`config.mk`:
```
export PLATFORM = sky130hd
export DESIGN_NAME = apb_slave_regfile
export DESIGN_NICKNAME = d
export VERILOG_FILES = /design/src/rtl/apb_pkg.sv /design/src/rtl/apb_protocol_checker.sv /design/src/rtl/apb_slave_regfile.sv
export SDC_FILE = /design/constraint.sdc
export NUM_CORES = 1
export LEC_CHECK = 0
export CAP_MARGIN = 30
export CELL_PAD_IN_SITES_DETAIL_PLACEMENT = 1
export CELL_PAD_IN_SITES_GLOBAL_PLACEMENT = 1
export CORE_AREA = 2 2 196 342
export DETAILED_ROUTE_END_ITERATION = 6
export DIE_AREA = 0 0 198 344
export PLACE_DENSITY = 0.84
export SLEW_MARGIN = 0
export SYNTH_ARGS = -nofsm -noshare
export SYNTH_HDL_FRONTEND = slang
export SYNTH_HIERARCHICAL = 1
export SYNTH_SLANG_ARGS = --single-unit
```
`constraint.sdc`:
```
create_clock -name PCLK -period 2.9 [get_ports PCLK]
set_input_delay 0.29 -clock PCLK [delete_from_list [all_inputs] [get_ports PCLK]]
set_output_delay 0.29 -clock PCLK [all_outputs]
set_load 0.02 [all_outputs]
```
`src/rtl/apb_pkg.sv`:
```
// Shared types and constants for the APB register-file slave.
package apb_pkg;

  typedef enum logic [1:0] {
    StIdle,
    StSetup,
    StAccess
  } apb_state_e;

  localparam int unsigned APB_WORD_SHIFT = 2;
  localparam int unsigned ERR_COUNT_W    = 8;

  // State is one cycle behind the bus: StSetup means the previous cycle was a setup phase.
  function automatic apb_state_e apb_next_state(input apb_state_e state,
                                                input logic       psel,
                                                input logic       penable);
    apb_state_e nxt_state;
    nxt_state = StIdle;
    case (state)
      StIdle:   if (psel && !penable) nxt_state = StSetup;
      StSetup:  if (psel && penable)  nxt_state = StAccess;
      StAccess: if (psel && !penable) nxt_state = StSetup;
      default:  nxt_state = StIdle;
    endcase
    return nxt_state;
  endfunction

endpackage

```
`src/rtl/apb_protocol_checker.sv`:
```
// APB phase tracker with violation counting; only built with APB_SLAVE_PROTOCOL_CHECK_EN.
module apb_protocol_checker
  import apb_pkg::*;
#(
  parameter int unsigned ADDR_WIDTH = 32
) (
  input  logic                   clk_i,
  input  logic                   rst_ni,
  input  logic                   psel_i,
  input  logic                   penable_i,
  input  logic                   pwrite_i,
  input  logic [ADDR_WIDTH-1:0]  paddr_i,
  output logic                   setup_entry_o,
  output logic                   access_ok_o,
  output logic [ERR_COUNT_W-1:0] err_count_o
);

  apb_state_e             state_q, state_d;
  logic [ADDR_WIDTH-1:0]  addr_q, addr_d;
  logic                   write_q, write_d;
  logic [ERR_COUNT_W-1:0] err_q, err_d;
  logic                   setup_entry, in_access, mismatch, violation;

  always_comb begin
    state_d     = apb_next_state(state_q, psel_i, penable_i);
    setup_entry = psel_i & ~penable_i & (state_q != StSetup);
    in_access   = (state_q == StSetup) & psel_i & penable_i;
    mismatch    = in_access & ((paddr_i != addr_q) | (pwrite_i != write_q));
    violation   = mismatch
                | ((state_q == StIdle)   & psel_i & penable_i)
                | ((state_q == StSetup)  & ~(psel_i & penable_i))
                | ((state_q == StAccess) & psel_i & penable_i);
    addr_d      = setup_entry ? paddr_i  : addr_q;
    write_d     = setup_entry ? pwrite_i : write_q;
    err_d       = err_q;
    if (violation && (err_q != '1)) err_d = err_q + 1'b1;
  end

  always_ff @(posedge clk_i or negedge rst_ni) begin
    if (!rst_ni) begin
      state_q <= StIdle;
      addr_q  <= '0;
      write_q <= 1'b0;
      err_q   <= '0;
    end else begin
      state_q <= state_d;
      addr_q  <= addr_d;
      write_q <= write_d;
      err_q   <= err_d;
    end
  end

  assign setup_entry_o = setup_entry;
  assign access_ok_o   = in_access & ~mismatch;
  assign err_count_o   = err_q;

endmodule

```
`src/rtl/apb_slave_regfile.sv`:
```
// APB completer with a bank of R/W registers exported in parallel.
// Define APB_SLAVE_PROTOCOL_CHECK_EN to gate writes on a clean setup/access pair and count violations.
module apb_slave_regfile
  import apb_pkg::*;
#(
  parameter int unsigned           ADDR_WIDTH = 32,
  parameter int unsigned           DATA_WIDTH = 32,
  parameter int unsigned           NUM_REGS   = 16,
  parameter logic [ADDR_WIDTH-1:0] BASE_ADDR  = '0
) (
  input  logic                           PCLK,
  input  logic                           PRESETn,
  input  logic [ADDR_WIDTH-1:0]          PADDR,
  input  logic                           PSEL,
  input  logic                           PENABLE,
  input  logic                           PWRITE,
  input  logic [DATA_WIDTH-1:0]          PWDATA,
  output logic [DATA_WIDTH-1:0]          PRDATA,
  output logic [NUM_REGS*DATA_WIDTH-1:0] regs_o,
  output logic [ERR_COUNT_W-1:0]         err_count
);

  localparam int unsigned           IdxW        = $clog2(NUM_REGS);
  localparam logic [ADDR_WIDTH-1:0] WindowBytes = ADDR_WIDTH'(NUM_REGS) << APB_WORD_SHIFT;

  logic [ADDR_WIDTH-1:0] offset;
  logic                  in_range;
  logic [IdxW-1:0]       idx;
  logic                  setup_entry;
  logic                  wr_en;

  // Unsigned subtraction folds both window bounds into a single compare.
  assign offset   = PADDR - BASE_ADDR;
  assign in_range = offset < WindowBytes;
  assign idx      = offset[IdxW+APB_WORD_SHIFT-1:APB_WORD_SHIFT];

`ifdef APB_SLAVE_PROTOCOL_CHECK_EN
  logic access_ok;

  apb_protocol_checker #(
    .ADDR_WIDTH(ADDR_WIDTH)
  ) u_checker (
    .clk_i        (PCLK),
    .rst_ni       (PRESETn),
    .psel_i       (PSEL),
    .penable_i    (PENABLE),
    .pwrite_i     (PWRITE),
    .paddr_i      (PADDR),
    .setup_entry_o(setup_entry),
    .access_ok_o  (access_ok),
    .err_count_o  (err_count)
  );

  // PADDR matches the captured setup address here, so the live decode is the captured one.
  assign wr_en = access_ok & PWRITE & in_range;
`else
  apb_state_e state_q, state_d;

  always_comb begin
    state_d = apb_next_state(state_q, PSEL, PENABLE);
  end

  always_ff @(posedge PCLK or negedge PRESETn) begin
    if (!PRESETn) begin
      state_q <= StIdle;
    end else begin
      state_q <= state_d;
    end
  end

  assign setup_entry = PSEL & ~PENABLE & (state_q != StSetup);
  assign wr_en       = PSEL & PENABLE & PWRITE & in_range;
  assign err_count   = '0;
`endif

  logic [DATA_WIDTH-1:0] regs_q [NUM_REGS];
  logic [DATA_WIDTH-1:0] regs_d [NUM_REGS];
  logic [DATA_WIDTH-1:0] prdata_q, prdata_d;

  always_comb begin
    regs_d = regs_q;
    if (wr_en) regs_d[idx] = PWDATA;
  end

  // Read through the next-state array so a write landing on the same edge is forwarded.
  always_comb begin
    prdata_d = '0;
    if (setup_entry && !PWRITE && in_range) prdata_d = regs_d[idx];
  end

  always_ff @(posedge PCLK or negedge PRESETn) begin
    if (!PRESETn) begin
      for (int i = 0; i < NUM_REGS; i++) regs_q[i] <= '0;
      prdata_q <= '0;
    end else begin
      regs_q   <= regs_d;
      prdata_q <= prdata_d;
    end
  end

  for (genvar g = 0; g < NUM_REGS; g++) begin : g_regs_out
    assign regs_o[g*DATA_WIDTH +: DATA_WIDTH] = regs_q[g];
  end

  assign PRDATA = prdata_q;

endmodule

```
Yosys cells after proc, flatten, opt, wreduce, memory -nomap -nowiden
Index checks and enable logic that the tools add are counted.

Word-level logic and storage cells: 51. Input port bits: 69. Register bits after elaboration: 546.

Bitwise operators: 7. Reduce and logical (&&, ||, !) cells: 9. Muxes and demuxes: 11. Equal/unequal tests: 3. Order comparisons: 3.

Operators with widths (number): bitwise mux 512 bit (1); two-way mux 512 bit (1); binary-select mux 32 bit (select 4 bit) (1); demux 32 bit (select 4 bit) (1); two-way mux 32 bit (4); less-than comparator 32 x 7 -> 1 bit (second input constant) (1); AND 1 bit (5); greater-or-equal comparator 5 bit (second input constant) (1); logical AND 1 bit (5); less-than comparator 5 x 1 -> 1 bit (second input constant) (1); NOT 4 -> 5 bit (1); one-hot mux 2 bit (2 select lines) (1); == test 2 x 1 -> 1 bit (second input constant) (1); == test 2 bit (second input constant) (1); logical NOT 1 bit (2); logical NOT 2 bit (1); two-way mux 2 bit (1); != test 2 x 1 -> 1 bit (second input constant) (1); OR reduction 2 bit (1); two-way mux 1 bit (1); NOT 1 bit (1).

Depth between registers and ports, before layout
Depth after elaboration: 11. Depth in mapped cells: 11. Gate-level depth less buffers: 7.

Least setup slack after synthesis
Ideal clock, no wire load.

Kind: input-to-reg. From: in PADDR[12]. To: reg prdata_q[4] (netlist: PRDATA[4]). Arrival: 2959 ps. Required time: 2833 ps. Buffers on the path: 1. Cell stages on the path: 8. Library setup time: 67 ps. Setup slack: -126 ps. Path through: or4_1 -> nor4_2 -> nand3_1 -> clkbuf_1 -> mux2i_1 -> mux4_2 -> o2111ai_1 -> o311a_1.

Longest elaborated chain between the ends: 7. Elaborated cells on any way between the ends: 8.

Ends and longest elaborated chain: from (decl) (RTL line apb_slave_regfile.sv:13) `input logic [ADDR_WIDTH-1:0] PADDR,`; less-than comparator 32 x 7 -> 1 bit (*) (RTL line apb_slave_regfile.sv:34) `assign in_range = offset < WindowBytes;`; AND 1 bit (RTL line apb_slave_regfile.sv:72) `assign wr_en = PSEL & PENABLE & PWRITE & in_range;`; two-way mux 512 bit (RTL line apb_slave_regfile.sv:82) `if (wr_en) regs_d[idx] = PWDATA;`; binary-select mux 32 bit (select 4 bit) (RTL line apb_slave_regfile.sv:88) `if (setup_entry && !PWRITE && in_range) prdata_d = regs_d[idx];`; two-way mux 32 bit (not written as such) (2 in a row) (RTL line apb_slave_regfile.sv:88); two-way mux 32 bit (*) (RTL line apb_slave_regfile.sv:88); net prdata_d[4] (RTL line apb_slave_regfile.sv:78) `logic [DATA_WIDTH-1:0] prdata_q, prdata_d;`; to (signal assigned) (RTL line apb_slave_regfile.sv:97) `prdata_q <= prdata_d;`; to (decl) (RTL line apb_slave_regfile.sv:78).

Mark *: on every way through the listed nets, which the timed path passes. The rest lies on a longest branch. The select of a mux whose other input is x is not followed.

Final worst setup path
From: in PADDR[12]. To: reg prdata_q[12] (netlist: PRDATA[12]).

Same word-level chain as after synthesis.

==> flow_summary.yaml <==
timing:
  slew_violations: 0
  hold_viol: 0
  fin_setup_tns_ps: 0
  timing.fmax_mhz: 347
  worstMarginPinSlew_ps: 965
  layout_setup_ws_ps: 20.2
  finalCritPeriodShare: 0.993
  min_period_ps: 2880
  slew_headroom: 0.357
  skew_ps: 13.9
  setup_viol: 0
synth:
  synth_edf_count: 0
  synth_top_area_frac: 0.527
  syn_inst: 2330
  synth-simple-area-share: 0.116
  ys_types: 71
  ys.flop_type: "dfrtp_1"
  avgSynthCellArea_um2: 11.1
  synth_seq_cells: 546
  yosys.area.top_type: "dfrtp_1"
  async_flop_share: 1.00
  synth_xor_area_frac: 0
  synthTopCellsByArea: "dfrtp_1, mux2_2, nand2_1"
  yosysSeqAreaShare: 0.527
  synth_compound_area_frac: 0.0907
  synthMuxAreaShare: 0.222
  synthAdderAreaFrac: 0
  ys_warn_count: 6
  synth_top_family_by_area: "multiplexers"
  syn_area_mm2: 0.0259
setup_path:
  cp.arrival_ps: 3380
  cp.required_ps: 3400
  endpoint_kind: "flip-flop"
  crit_type: "in2reg"
  worst-path-max-fanout: 19
  cp-start-kind: "input port"
grt:
  antenna_found_initial: 2
  grt_pass1_vias: 26752
  grt_max_degree: 80
  grt.overflow.total: 0
  track_usage: 0.422
  grt_pass1_wl_um: 202000
flow_run:
  maxCapViolCount: 0
clocking:
  path_clk_slew_ps: 70
  cts_tree: "done"
  clk_path_buf_depth: 3
  cts_sinks: 546
  cts_root_buf: "clkbuf_16"
  htreeDepth: 2
  clk_latency_ps: 630
  numCtsBuffers: 52
detailed_routing:
  via_count: 24631
  antenna_left: 0
  routed_wl_um: 145000
  routed_via_density: 6.01
  drc: 0
  drt_iter0_markers: 1666
  wl_per_cell_um: 35.4
  first_pass_iters: 5
floorplan:
  fp-row-count: 124
  initial_utilization: 0.397
  core-area_mm2: 0.0653
  die_w_um: 198
  die_h_um: 344
  ios: 621
  dieArea_mm2: 0.0681
final_layout:
  final_common_cell: "clkdlybuf4s50_1"
  fin_area_mm2: 0.0379
  drive_gt1_frac: 0.271
  area_delta_synth_final_pct: 46.3
  nNetsFinal: 3245
  final_cells: 4100
  antenna_cells: 0
  finish.utilization: 0.580
  layout_common_cells: "clkdlybuf4s50_1, dfrtp_1, nand2_1"
status:
  status: "complete, no violations"
worst_hold_path:
  hold_class: "in2async"
pwr:
  p_per_area_mw_per_mm2: 439
  cellLeakagePower_nw: 18.7
  ir_worst_vdd_uv: 433
place:
  dp_slack_ps: -810
  portBuffers: 610
  hpwl_um: 110000
  gp_congestion: 1.02
  post_dp_cell_area_mm2: 0.0359
  dp.cells: 4002
layer usage:
layer / vias up / track usage / routed length, um
li1: 9921 / - / -
met1: 12753 / 0.437 / 48300
met2: 1442 / 0.724 / 71500
met3: 513 / 0.0678 / 8710
met4: 2 / 0.398 / 16400
met5: - / 0 / 8
cell families (layout without fill, tap and decap cells):
| family | after synthesis | count (layout) |
|---|---|---|
| buffers and inverters | 293 | 1174 |
| other | 1 | 8 |
| AO/OA/AOI/OAI | 307 | 307 |
| multiplexers | 488 | 488 |
| AND/OR/NAND/NOR | 695 | 695 |
| flip-flops | 546 | 546 |
synth_stat cells, types with 8 or more instances:
cell	number
o22a_1	10
o2111ai_1	16
nor3_1	13
o311a_1	14
o22ai_1	14
mux2_2	299
mux4_2	38
buf_1	26
buf_4	8
a21oi_1	34
nor4_1	14
and3_1	12
nand2_1	462
mux2i_1	130
nand4_1	9
clkbuf_1	177
a221oi_1	27
inv_1	74
dfrtp_1	546
o21ai_0	36
nor2_1	75
o211a_1	21
a31oi_1	25
mux2_1	21
a211oi_1	18
o221ai_1	11
nand3_1	53
stage by stage:
| stage | power (W) | hold slack (ps) |
|---|---|---|
| final | 0.0166 | 227 |
| after CTS | 0.0167 | 315 |
| after floorplan | 0.00819 | -5.59 |
| after global routing | 0.0170 | 321 |
| after global placement | 0.00899 | 376 |
| after detailed placement | 0.00901 | 380 |
power breakdown:
group | internal, W | total, W | switching [W]
Clock | 0.00447 | 0.00774 | 0.00327
Combinational | 0.000403 | 0.00129 | 0.000888
Sequential | 0.00761 | 0.00761 | 0.000000505
Total | 0.0125 | 0.0166 | 0.00416
critical path, stage by stage:
cell and delay (ps):
clkdlybuf4s50_1 430, or4_4 580, nor4_4 340, buf_12 200
buf_12 120, nand3_1 70, buf_4 200, buf_4 220
nand2_1 70, and3_1 490, a21oi_1 90, o2111a_1 270
cell type report:
class                      instances  area (um2)
tap                              882        1100
clock buffer                      75        1570
timing repair buffer            1003        9590
multi-input combinational       1498       11400
sequential                       546       13700
fill                            6790       27400
clock inverter                    21         325
inverter                          75         284
sequential cells by signal (all words and copies together), names as in the netlist:
register	cells
PRDATA	32
state_q	2
regs_o	512
worst paths after layout:
kind                       startpoint  depth (start not counted)     endpoint  slack, ps
min in group PCLK            PADDR[4]                          4    PRDATA[5]        350
setup reg to reg           state_q[0]                          9   PRDATA[16]        490
max in group asynchronous     PRESETn                          3  regs_o[479]       1560
hold / removal                PRESETn                          2  regs_o[503]        230
hold reg to reg            state_q[0]                          1   state_q[0]        440
setup / recovery            PADDR[12]                         12   PRDATA[12]         20
what timing repair did:
action | 4_1_cts | 5_1_grt
pin swaps | 1 | 4
buffers inserted | 0 | 1
hold endpoints to repair | 65 | 0
resized for setup | 7 | 16
hold buffers | 1 | 0
endpoints found under the setup margin | 9 | 30
Note: power is estimated with default switching activity, not from simulation.
